**config.mk**
```make
export PLATFORM = sky130hd
export DESIGN_NAME = button_conditioner
export DESIGN_NICKNAME = d
export VERILOG_FILES = /design/src/rtl/button_conditioner.sv
export SDC_FILE = /design/constraint.sdc
export NUM_CORES = 1
export LEC_CHECK = 0
export BUFFER_PORTS_ARGS = -buffer_cell sky130_fd_sc_hd__buf_2
export CORE_MARGIN = 3
export CORE_UTILIZATION = 47
export DETAILED_ROUTE_END_ITERATION = 10
export PLACE_DENSITY_LB_ADDON = 0.1
export SYNTH_ARGS = -nofsm -noshare
export SYNTH_HDL_FRONTEND = slang
export SYNTH_SLANG_ARGS = --single-unit
```
**constraint.sdc**
```tcl
create_clock -name clk -period 2.4 [get_ports clk]
set_input_delay 0.24 -clock clk [delete_from_list [all_inputs] [get_ports clk]]
set_output_delay 0.24 -clock clk [all_outputs]
set_load 0.02 [all_outputs]
```
**src/rtl/button_conditioner.sv**
```systemverilog
// -----------------------------------------------------------------------------
// button_conditioner
//
// Purpose:
//   Conditions raw, bouncy push-button inputs for the seven-segment display
//   stage. Each button is handled by its own fully independent datapath:
//     2-FF synchronizer -> counter-based debounce -> registered edge detect.
//
// Ports:
//   clk          in   1      sole clock, all logic on posedge
//   reset        in   1      synchronous, active-high reset
//   btn_raw      in   N_BTN  asynchronous, bouncy inputs (1 = pressed)
//   btn_level    out  N_BTN  debounced level
//   btn_press    out  N_BTN  1-cycle pulse per accepted press (and per
//                            auto-repeat when enabled)
//   btn_release  out  N_BTN  1-cycle pulse per accepted release
//
// Build option:
//   BTN_AUTO_REPEAT_EN - when defined, a held button produces an extra press
//   pulse REPEAT_DELAY cycles after the original press pulse, then one every
//   REPEAT_PERIOD cycles while the level stays 1. When undefined, no repeat
//   logic is built and the REPEAT_* parameters are unused.
// -----------------------------------------------------------------------------
module button_conditioner #(
  parameter int N_BTN         = 2,
  parameter int DEBOUNCE_CYC  = 250000,
  parameter int REPEAT_DELAY  = 25000000,
  parameter int REPEAT_PERIOD = 5000000
) (
  input  logic             clk,
  input  logic             reset,
  input  logic [N_BTN-1:0] btn_raw,
  output logic [N_BTN-1:0] btn_level,
  output logic [N_BTN-1:0] btn_press,
  output logic [N_BTN-1:0] btn_release
);

  localparam int              DB_W    = $clog2(DEBOUNCE_CYC + 1);
  localparam logic [DB_W-1:0] DB_LAST = DB_W'(DEBOUNCE_CYC - 1);

`ifdef BTN_AUTO_REPEAT_EN
  localparam int              RP_MAX      = (REPEAT_DELAY > REPEAT_PERIOD) ? REPEAT_DELAY
                                                                           : REPEAT_PERIOD;
  localparam int              RP_W        = $clog2(RP_MAX + 1);
  localparam logic [RP_W-1:0] RP_DLY_LAST = RP_W'(REPEAT_DELAY - 1);
  localparam logic [RP_W-1:0] RP_PER_LAST = RP_W'(REPEAT_PERIOD - 1);
`endif

  genvar gi;
  generate
    for (gi = 0; gi < N_BTN; gi++) begin : g_btn
      logic            s1_q, s2_q;
      logic            level_q, level_d;
      logic            press_q, press_d;
      logic            release_q, release_d;
      logic [DB_W-1:0] db_cnt_q, db_cnt_d;

      // Debounce: the count only survives consecutive disagreeing cycles, so
      // any bounce back to the current level restarts it from zero.
      always_comb begin
        db_cnt_d = '0;
        level_d  = level_q;
        if (s2_q != level_q) begin
          if (db_cnt_q == DB_LAST) begin
            level_d = s2_q;
          end else begin
            db_cnt_d = db_cnt_q + DB_W'(1);
          end
        end
      end

`ifdef BTN_AUTO_REPEAT_EN
      logic [RP_W-1:0] rp_cnt_q, rp_cnt_d;
      logic            rp_phase_q, rp_phase_d;  // 0: waiting for first repeat, 1: periodic
      logic            rp_fire;

      // Repeat only runs while the level was 1 and stays 1 this edge; the press
      // edge and the release edge both clear it, so no pulse lands on a release.
      always_comb begin
        rp_cnt_d   = rp_cnt_q;
        rp_phase_d = rp_phase_q;
        rp_fire    = 1'b0;
        if (!level_q || !level_d) begin
          rp_cnt_d   = '0;
          rp_phase_d = 1'b0;
        end else if (rp_cnt_q == (rp_phase_q ? RP_PER_LAST : RP_DLY_LAST)) begin
          rp_fire    = 1'b1;
          rp_cnt_d   = '0;
          rp_phase_d = 1'b1;
        end else begin
          rp_cnt_d = rp_cnt_q + RP_W'(1);
        end
      end

      always_ff @(posedge clk) begin
        if (reset) begin
          rp_cnt_q   <= '0;
          rp_phase_q <= 1'b0;
        end else begin
          rp_cnt_q   <= rp_cnt_d;
          rp_phase_q <= rp_phase_d;
        end
      end

      assign press_d = (level_d & ~level_q) | rp_fire;
`else
      assign press_d = level_d & ~level_q;
`endif

      // Pulses are computed from the next level so they coincide with the
      // first cycle the new level is visible.
      assign release_d = ~level_d & level_q;

      always_ff @(posedge clk) begin
        if (reset) begin
          s1_q      <= 1'b0;
          s2_q      <= 1'b0;
          level_q   <= 1'b0;
          press_q   <= 1'b0;
          release_q <= 1'b0;
          db_cnt_q  <= '0;
        end else begin
          s1_q      <= btn_raw[gi];
          s2_q      <= s1_q;
          level_q   <= level_d;
          press_q   <= press_d;
          release_q <= release_d;
          db_cnt_q  <= db_cnt_d;
        end
      end

      assign btn_level[gi]   = level_q;
      assign btn_press[gi]   = press_q;
      assign btn_release[gi] = release_q;
    end
  endgenerate

endmodule

```
==> summary.md <==
| Metric | Value |
|---|---|
| WL per Instance | `13.4 um` |
| Drt first pass iters | `4` |
| Commonest cells in the netlist | `dfxtp_1 (46), nor2_1 (39), xnor2_1 (27)` |
| Final period util | `0.822` |
| Maxcap violations | `0` |
| GRT Util Overall | `0.167` |
| Synthesis-to-layout area growth | `6.77%` |
| Power density over the cells | `573 nW/um^2` |
| Vias in the first global route | `1542` |
| Initial DRC count | `117` |
| Maximum vdd drop | `0.000302 V` |
| Final Non-Filler Cells | `282` |
| Max Clk Rate | `just over 500 MHz` |
| Placed cell count | `275` |
| Synth area leaders | `dfxtp_1 (46%), xnor2_1 (12%), nor2_1 (7.3%)` |
| Worst Tran Pin Value | `just under 500 ps` |
| Hold WC Path Type | `in -> reg` |
| Fill cell total of the finished layout | `409` |
| Pleak | `0.620 nW` |
| Core ar. | `4060 sq um` |
| CP Buf/Inv Count | `0` |
| Post-Route WL | `3780 um` |
| Initial Util | `0.492` |
| Cell family contributing the most delay on the critical path | `simple AND/OR/NAND/NOR gates` |
| Crit path max fanout | `4` |
| CP cell instances | `or4_1, or4_4, or4b_1, o21ai_0` |
| Slowest CP cell | `or4_1` |
| Slew Viols, Final | `0` |
| Routed Antenna Nets | `0` |
| First-pass GRT wire length | `6740 um` |
| Vias/cell | `5.50` |
| Flops & latches, synth | `46` |
| Die H | `71.2 um` |
| Synth Instances | `225` |
| Reg2Reg Depth | `4` |
| I/O pins | `10` |
| Syn_area_per_cell | `8.87 sq um` |
| CTS Buffer Depth | `2` |
| Total CTS buffers | `5` |
| CTS tree | `built` |
| Clock sink count | `46` |
| Ys flop type | `dfxtp_1` |
| Post-synth EDFFs | `0` |
| Setup Fix Bufs, Post-CTS | `0` |
| Clock Latency Late Sink | `290 ps` |
| Layout cells sized above 1 | `0.0862` |
| Status | `finished, final reports clean` |
| Ys async rst share | `0` |
| Chip width | `71.2 um` |
| Yosys warnings | `0` |
| FP Rows | `23` |
| DRC viols | `0` |
| Initial antenna violation count | `0` |
| Critical Path Max Stage Delay | `520 ps` |
| RePlAce Congestion | `0.861` |
| Critical Path RT | `2630 ps` |
| Clk slew on worst S/H paths | `80 ps` |
| Count leader, synth | `dfxtp_1` |
| Top cell type's share of synthesized area | `0.461` |
| Synth Net Count | `between 200 and 250` |
| Vias | `1552` |
| I/O Buffers | `9` |
| Max H-tree Level | `2` |
| Rel. slew slack | `0.674` |
| Cell area after synthesis | `2000 sq um` |
| # hold bufs at CTS | `0` |
| Largest area contributor in the netlist | `dfxtp_1` |
| Critical path class | `reg -> reg` |
| WP data arrival | `roughly 2200 ps` |
| Distinct cells, synth | `28` |
| Number of diodes | `0` |
| Worst hold stages | `2` |
| Final setup TNS | `0 ps` |
| Largest net degree at the start of global routing | `18` |
| Die Area | `5060 sq um` |
| Design area | `between 2000 and 2500 sq um` |
| DPL Wire Length | `2710 um` |
| Sequential share of the synthesized area | `0.461` |
| Final clock skew | `between 4 and 5 ps` |
| Area post-placement | `2050 sq um` |
| Root buf cell | `clkbuf_8` |
| Critical path launch point type | `flop` |
| Final hold vios | `0` |
| Final setup vio count | `0` |
| Post-layout min period | `1970 ps` |
| Layout Nets | `238` |
| # resized after CTS | `0` |
| RSZ-0062 raised after global routing | `no` |
| Overflow after GRT | `0` |
| Critical Path Sink Type | `flop` |
| Stages on the worst setup path | `4` |
## final cells by class
| class | instances | area (sq um) | area share |
|---|---|---|---|
| multi-input combinational | 164 | 992 | 0.466 |
| clock buffer | 7 | 76.3 | 0.0358 |
| tap | 50 | 62.6 | 0.0294 |
| timing repair buffer | 12 | 67.6 | 0.0317 |
| inverter | 3 | 11.3 | 0.00528 |
| sequential | 46 | 921 | 0.432 |
## stage by stage
stage                     hold slack (ps)   util  power (mW)  setup slack, ps
after global routing                  164  0.525        1.27              285
after detailed placement              431  0.506       0.804              446
after floorplan                       368      -       0.798              471
final                                 160  0.525        1.22              427
after global placement                416  0.506       0.803              456
after CTS                             154  0.525        1.24              422
## power breakdown
part           switching, mW  leakage, nW  internal (mW)
sequential           0.00214        0.371          0.767
combinational        0.00991        0.211        0.00756
clock                  0.235       0.0383          0.201
## layout by cell type, fill, tap and decap left out, types with 3 or more instances in the layout
master,instances
nand2b_1,9
nor4_1,14
buf_4,3
nand3_1,14
a21oi_1,5
xnor2_1,27
dfxtp_1,46
nand4_1,8
or4_1,4
nor2_1,39
nor3_1,10
inv_1,3
nand2_1,9
nor4b_1,3
nor2b_1,4
buf_2,9
clkbuf_8,5
## flip-flops by register name, summed over array words and instances, names as in the netlist
signal	flops
g_btn.db_cnt_q	36
g_btn.level_q	2
g_btn.press_q	2
g_btn.release_q	2
g_btn.s1_q	2
g_btn.s2_q	2
## per-layer routing
| layer | GRT usage | vias up | wire length [um] |
|---|---|---|---|
| met5 | 0 | - | 0 |
| met4 | 0.0647 | 0 | 55 |
| met3 | 0.0582 | 4 | 150 |
| met2 | 0.282 | 31 | 1910 |
| met1 | 0.194 | 728 | 1660 |
| li1 | - | 789 | - |
## final timing paths
path / startpoint / end / slack (ps)
worst max-delay path: g_btn[1].db_cnt_q[6]$_SDFF_PP0_ / g_btn[1].level_q$_SDFF_PP0_ / 430
worst min register to register: g_btn[1].s1_q$_SDFF_PP0_ / g_btn[1].s2_q$_SDFF_PP0_ / 450
worst max register to register: g_btn[1].db_cnt_q[6]$_SDFF_PP0_ / g_btn[1].level_q$_SDFF_PP0_ / 430
worst min-delay path: btn_raw[0] / g_btn[0].s1_q$_SDFF_PP0_ / 160
## cells by family (layout without fill, tap and decap cells)
logic type | Yosys count | count (layout) | synth area share
AO/OA/AOI/OAI | 10 | 10 | 0.0307
flip-flops | 46 | 46 | 0.461
AND/OR/NAND/NOR | 121 | 121 | 0.317
buffers and inverters | 15 | 22 | 0.0414
adder cells (fa/ha/maj) | 2 | 2 | 0.0125
multiplexers | 2 | 2 | 0.0100
XOR/XNOR | 29 | 29 | 0.127
Note: power is estimated with default switching activity, not from simulation.
